`src/rtl/wisc_wb_arbiter.sv`:
```
// Register-file write-back arbiter between the pipeline WB stage and a multi-cycle unit.
// Optional protocol checker on err is built only when WISC_WB_ARB_ERR_EN is defined.
module wisc_wb_arbiter #(
  parameter int unsigned STARVE_LIMIT = 4
) (
  input  logic        clk,
  input  logic        rst_n,
  input  logic        p_valid,
  input  logic [2:0]  p_reg,
  input  logic [15:0] p_data,
  input  logic        halt_in,
  input  logic        mc_valid,
  input  logic [2:0]  mc_reg,
  input  logic [15:0] mc_data,
  input  logic        mc_busy,
  output logic        mc_ready,
  output logic        pipe_stall,
  output logic        rf_we,
  output logic [2:0]  rf_waddr,
  output logic [15:0] rf_wdata,
  output logic        halt_out,
  output logic        err
);

  // Handshake: a write transfers on a cycle where its valid is high and it is
  // granted (p: p_valid & ~pipe_stall, mc: mc_valid & mc_ready); the requester
  // must hold its payload unchanged until then.
  typedef enum logic [1:0] {RUN, STARVE, DRAIN, HALTED} state_t;

  state_t      state_q, state_d;
  logic [2:0]  wait_q, wait_d;
  logic        p_grant, mc_hs, halt_acc;

  always_comb begin
    pipe_stall = 1'b0;
    mc_ready   = 1'b0;
    p_grant    = 1'b0;
    halt_acc   = 1'b0;
    case (state_q)
      RUN: begin
        p_grant  = p_valid;
        mc_ready = mc_valid & ~p_valid;
        halt_acc = halt_in;
      end
      STARVE, DRAIN: begin
        pipe_stall = 1'b1;
        mc_ready   = 1'b1;
      end
      HALTED: pipe_stall = 1'b1;
      default: ;
    endcase
  end

  assign mc_hs = mc_valid & mc_ready;

  always_comb begin
    wait_d = wait_q;
    if (!mc_valid || mc_hs)
      wait_d = 3'd0;
    else if (wait_q != 3'd7)
      wait_d = wait_q + 3'd1;
  end

  // The threshold is tested on the value the counter takes at this edge.
  always_comb begin
    state_d = state_q;
    case (state_q)
      RUN: begin
        if (halt_acc)
          state_d = DRAIN;
        else if (wait_d == 3'(STARVE_LIMIT))
          state_d = STARVE;
      end
      STARVE: state_d = RUN;
      DRAIN: begin
        if (!mc_busy && !mc_valid)
          state_d = HALTED;
      end
      HALTED: state_d = HALTED;
      default: state_d = RUN;
    endcase
  end

  always_ff @(posedge clk or negedge rst_n) begin
    if (!rst_n) begin
      state_q <= RUN;
      wait_q  <= 3'd0;
    end else begin
      state_q <= state_d;
      wait_q  <= wait_d;
    end
  end

  always_ff @(posedge clk or negedge rst_n) begin
    if (!rst_n) begin
      rf_we    <= 1'b0;
      rf_waddr <= 3'd0;
      rf_wdata <= 16'd0;
    end else if (p_grant) begin
      rf_we    <= 1'b1;
      rf_waddr <= p_reg;
      rf_wdata <= p_data;
    end else if (mc_hs) begin
      rf_we    <= 1'b1;
      rf_waddr <= mc_reg;
      rf_wdata <= mc_data;
    end else begin
      rf_we    <= 1'b0;
    end
  end

  assign halt_out = (state_q == HALTED);

`ifdef WISC_WB_ARB_ERR_EN
  logic        waiting_q;
  logic [2:0]  mc_reg_q;
  logic [15:0] mc_data_q;
  logic        err_q;
  logic        err_set;

  // Flags a withdrawn or mutated mc request, or a pipeline write after halt.
  always_comb begin
    err_set = (waiting_q & ~mc_valid)
            | (waiting_q & mc_valid & ((mc_reg != mc_reg_q) | (mc_data != mc_data_q)))
            | (p_valid & (state_q == HALTED));
  end

  always_ff @(posedge clk or negedge rst_n) begin
    if (!rst_n) begin
      waiting_q <= 1'b0;
      mc_reg_q  <= 3'd0;
      mc_data_q <= 16'd0;
      err_q     <= 1'b0;
    end else begin
      waiting_q <= mc_valid & ~mc_ready;
      mc_reg_q  <= mc_reg;
      mc_data_q <= mc_data;
      if (err_set)
        err_q <= 1'b1;
    end
  end

  assign err = err_q;
`else
  assign err = 1'b0;
`endif

endmodule

```
`config.mk`:
```
export PLATFORM = sky130hd
export DESIGN_NAME = wisc_wb_arbiter
export DESIGN_NICKNAME = d
export VERILOG_FILES = /design/src/rtl/wisc_wb_arbiter.sv
export SDC_FILE = /design/constraint.sdc
export NUM_CORES = 1
export LEC_CHECK = 0
export CORE_ASPECT_RATIO = 1.25
export CORE_MARGIN = 1
export CORE_UTILIZATION = 39
export CTS_CLUSTER_SIZE = 25
export DETAILED_ROUTE_END_ITERATION = 8
export PLACE_DENSITY = 0.9
export SYNTH_ARGS = -nofsm -noshare
export SYNTH_HDL_FRONTEND = slang
export SYNTH_SLANG_ARGS = --single-unit
```
`constraint.sdc`:
```
create_clock -name clk -period 2.1 [get_ports clk]
set_clock_uncertainty 0.1 [all_clocks]
set_input_delay 0.525 -clock clk [delete_from_list [all_inputs] [get_ports clk]]
set_output_delay 0.525 -clock clk [all_outputs]
set_load 0.005 [all_outputs]
```
* Word level (Yosys, flattened, before mapping)
Index checks and enable logic that the tools add are counted.
Operators by class: reductions and logical operators 9, $add $sub $neg 1, bitwise operators 3, multiplexer cells 16, eq/ne operators 7
Operator list (number):
- 16-bit 2-to-1 mux | 2
- 3-bit 2-to-1 mux | 4
- 2-bit one-hot mux with 4 select lines | 1
- 2-bit 2-to-1 mux | 3
- 3-bit != test (second input constant) | 2
- 1-bit 2-to-1 mux | 5
- 2-bit equality test (second input constant) | 2
- 3-bit by 1-bit adder with 3-bit output (second input constant) | 1
- 3-bit equality test (second input constant) | 1
- 3-bit OR reduction | 1
- 1-bit AND | 2
- 2-bit by 1-bit equality test with 1-bit output (second input constant) | 1
- 1-bit logical NOT | 2
- 2-bit logical NOT | 1
- 2-bit != test (second input constant) | 1
- 1-bit one-hot mux with 2 select lines | 1
- 2-bit AND reduction | 1
- 2-bit nonzero test | 1
- 2-bit OR reduction | 1
- 1-bit logical AND | 1
- 1-bit logical OR | 1
- 1-bit NOT | 1
Word-level totals: bits of input ports 44, flip-flop bits (word level) 25, output and inout port bits 24, logic and storage cells 41

* Depth between registers and ports, before layout
depth in word-level cells 10, gate-level depth with buffers 7, mapped depth without buffers 6

* Worst setup path before layout
OpenSTA, ideal clock, no wires.
path kind register -> register, from register state_q[0], to register state_q[0], slack 0.431 ns, data arrival time 1.446 ns, required time 1.876 ns, stages on the path, launching flop included 7, period minus slack after synthesis 1.669 ns, cell sequence dfrtp_1 > inv_1 > ha_1 > and2b_1 > a22oi_2 > nor4bb_2 > o31a_1
Between the ends: word-level cells in the longest chain between the ends 9
RTL lines:
- from (decl) | RTL line 30 | state_t state_q, state_d;
- from (signal assigned) | RTL line 89 | state_q <= state_d;
- 2-bit equality test / 2-bit by 1-bit equality test with 1-bit output (equally long branches) | RTL line 39, 67
- 2-bit OR reduction
- 1-bit one-hot mux with 2 select lines | RTL line 39 | case (state_q)
- 1-bit AND | RTL line 54 | assign mc_hs = mc_valid & mc_ready;
- 1-bit logical OR | RTL line 58 | if (!mc_valid || mc_hs)
- 3-bit 2-to-1 mux | RTL line 58
- 3-bit equality test | RTL line 71 | else if (wait_d == 3'(STARVE_LIMIT))
- 3-bit != test (no source line)
- 2-bit AND reduction (no source line)
Several ways; a longest one is shown, not always the timed one. A chain may end at the register's enable or synchronous reset.

* Worst setup path after layout
from register state_q[1], to output port mc_ready
Between the ends: word-level cells in the longest chain between the ends 3
RTL lines:
- 2-bit equality test / 2-bit by 1-bit equality test with 1-bit output (equally long branches) | RTL line 39
- 2-bit OR reduction
- 1-bit one-hot mux with 2 select lines * | RTL line 39
- to (decl) | RTL line 16 | output logic mc_ready,
Mark *: on every way between the ends. The rest lies on a longest branch, timed or not.

==> impl_metrics.ini <==
[status]
status = finished clean

[sta]
finalHoldViolCount = 0
finalCritPeriodShare_pct = 94.51
slew_violations = 0
post-route-min-period_ns = 1.985
tns_ns = 0
timing.fmax_mhz = 503.9
finalSetupViolations = 0
rsz0062_at_grt = no

[critical_path]
reg2reg_slack_ns = 0.34
cp_slowest_cell = dfrtp_1
crit_path_end_kind = output port
slowest_delay_ns = 0.43
arrival_ns = 1.36
cp_cell_sequence = inv_2 > ha_4 > a31oi_2 > nor2_1 > clkbuf_2
cp_max_fo = 3
required_ns = 1.47
path_class = reg -> out
critPathLaunchType = flop

[route]
ant_nets = 0
drtIter0Drc = 26
drt_wl_total_um = 3423
wire_per_inst_um = 14.44
vias_per_cell = 5.046
drc = 0
vias = 1196
drt_pass1_iterations = 4

[floorplanning]
die_x_um = 53.22
coreArea_um2 = 3028
row_count = 22
initial_core_util_pct = 42.23
die-height_um = 66.02
ios = 68
die-area_um2 = 3513

[placed_design]
gp_congestion = 0.6980
hpwl_um = 2586
portBuffers = 66

[global_route]
grt_usage_pct = 20.37
grt_max_degree = 40
grt_pass1_wl_um = 5209
gr-total-overflow = 0
antenna_found_initial = 0
grt_pass1_vias = 1231

[run]
maxCapViolations = 0

[clock_tree]
cts_sinks = 25
cts_made_buffers = 3
htreeDepth = 1
cts_root_buf = clkbuf_4
cts_hold_buf = 0
clockBufferDepth = 2
clock_latency_ns = 0.31
clk_pin_slew_ns = 0.14
cts_tree = yes

[final_layout]
nNetsFinal = 251
antenna_cells = 0
syn2layout_area_growth_pct = 65.46
fill_cells = 229
drive_gt1_share_pct = 13.43

[synthesis]
synthSimpleGateAreaFrac_pct = 11.06
synth_top_area_share_pct = 48.92
synth_area_leaders = dfrtp_1 49%, mux2i_1 16%, nor2_1 7.6%
syn_area_um2 = 1279
muxShareOfSynthArea_pct = 15.66
synthXorXnorAreaFrac_pct = 0.6849
synth_common_cells = 26 x nor2_1, 25 x dfrtp_1, 20 x mux2i_1
synth_edf_count = 0
async_flop_share_pct = 100.0
synth-main-ff-cell = dfrtp_1
synth-seq-cells = 25
yosys.area_share.adder_pct = 4.892
syn-num-nets = 174
yosysWarnings = 0
postSynthAreaPerCell_um2 = 10.23
seq_area_frac_synth_pct = 48.92
synthDistinctLibCells = 22
synth_most_common_cell = nor2_1
synth_top_family_by_area = multiplexers
synth_cells = 125
synth_compound_area_share_pct = 12.92
yosys.area.top_type = dfrtp_1

[hold_path]
holdCritPathClass = reg -> reg

[power]
vdd_drop_max_uv = 926.6
leakagePower_nw = 0.9971
power_density_nw_per_um2 = 1321
total_power_mw = 2.795
## where the power goes
group | leakage (nW) | internal [mW] | total, mW | switching, mW
Sequential | 0.286 | 0.718 | 0.848 | 0.131
Combinational | 0.694 | 0.968 | 1.73 | 0.766
Clock | 0.0177 | 0.0711 | 0.213 | 0.142
Total | 0.997 | 1.76 | 2.80 | 1.04
## layer usage
layer	wire length (µm)	track usage, %	vias to the layer above
met1	1203	18.44	557
met3	282	3.448	2
li1	-	-	576
met4	27	6.579	0
met2	1909	42.19	61
met5	0	0	-
## sequential cells by signal, summed over array words and instances (netlist names)
signal,count
rf_waddr,3
rf_wdata,16
rf_we,1
state_q,2
wait_q,3
## path summary, 6_finish.rpt
kind	depth (start not counted)	from	endpoint
setup reg to reg	6	state_q[1]$_DFFE_PN0P_	state_q[0]$_DFFE_PN0P_
setup / recovery	5	state_q[1]$_DFFE_PN0P_	mc_ready
min in group asynchronous	2	rst_n	rf_waddr[1]$_DFFE_PN0P_
hold / removal	2	wait_q[2]$_DFF_PN0_	wait_q[2]$_DFF_PN0_
hold reg to reg	2	wait_q[2]$_DFF_PN0_	wait_q[2]$_DFF_PN0_
max in group asynchronous	2	rst_n	rf_waddr[2]$_DFFE_PN0P_
## cell families (layout without fill, tap and decap cells)
family	Yosys count	after routing
muxes	20	20
DFF	25	25
xor gates and xnor gates	1	1
adders and majority gates	5	5
buffers and inverters	12	88
other	1	1
AOI/OAI and AO/OA	29	29
and+or+nand+nor	32	32
## timing repair
action,4_1_cts,5_1_grt
pin swaps,0,0
setup buffers,3,1
resized for setup,8,4
setup endpoints to repair,3,2
gates cloned,0,0
## worst max-delay path, delay by kind of cell (launching register included)
kind / cells / cell delay (ns)
buffers and inverters: 2 / 0.21
AOI/OAI and AO/OA: 1 / 0.14
adders and majority gates: 1 / 0.22
DFF: 1 / 0.43
and+or+nand+nor: 1 / 0.05
## layout make-up
class	count	area, µm²	share of cell area [%]
timing repair buffer	79	779.5	36.84
sequential	25	625.6	29.57
multi-input combinational	88	619.3	29.27
tap	36	45.04	2.129
clock buffer	3	22.52	1.064
inverter	5	18.77	0.8870
clock inverter	1	5.005	0.2365
## through the flow
step	utilization (%)	area (µm²)	hold slack, ns	std cells	setup slack [ns]
floorplan	-	1279	0.1294	125	0.4305
detailed placement	66.98	2028	0.4168	229	-0.2429
finish	69.88	2116	0.4472	237	0.1153
global placement	66.98	2028	0.3966	229	-0.1816
global route	69.88	2116	0.4608	237	0.03007
CTS	69.42	2102	0.4493	236	0.001473
## layout by cell type, fill, tap and decap left out, types with 3 or more instances in the layout
cell / Yosys / final
a21oi_1: 19 / 19
buf_4: 2 / 11
clkbuf_4: 0 / 3
clkdlybuf4s50_1: 0 / 63
dfrtp_1: 25 / 25
inv_1: 5 / 3
mux2i_1: 20 / 20
nor2_1: 26 / 26
(Power assumes the default switching activity.)
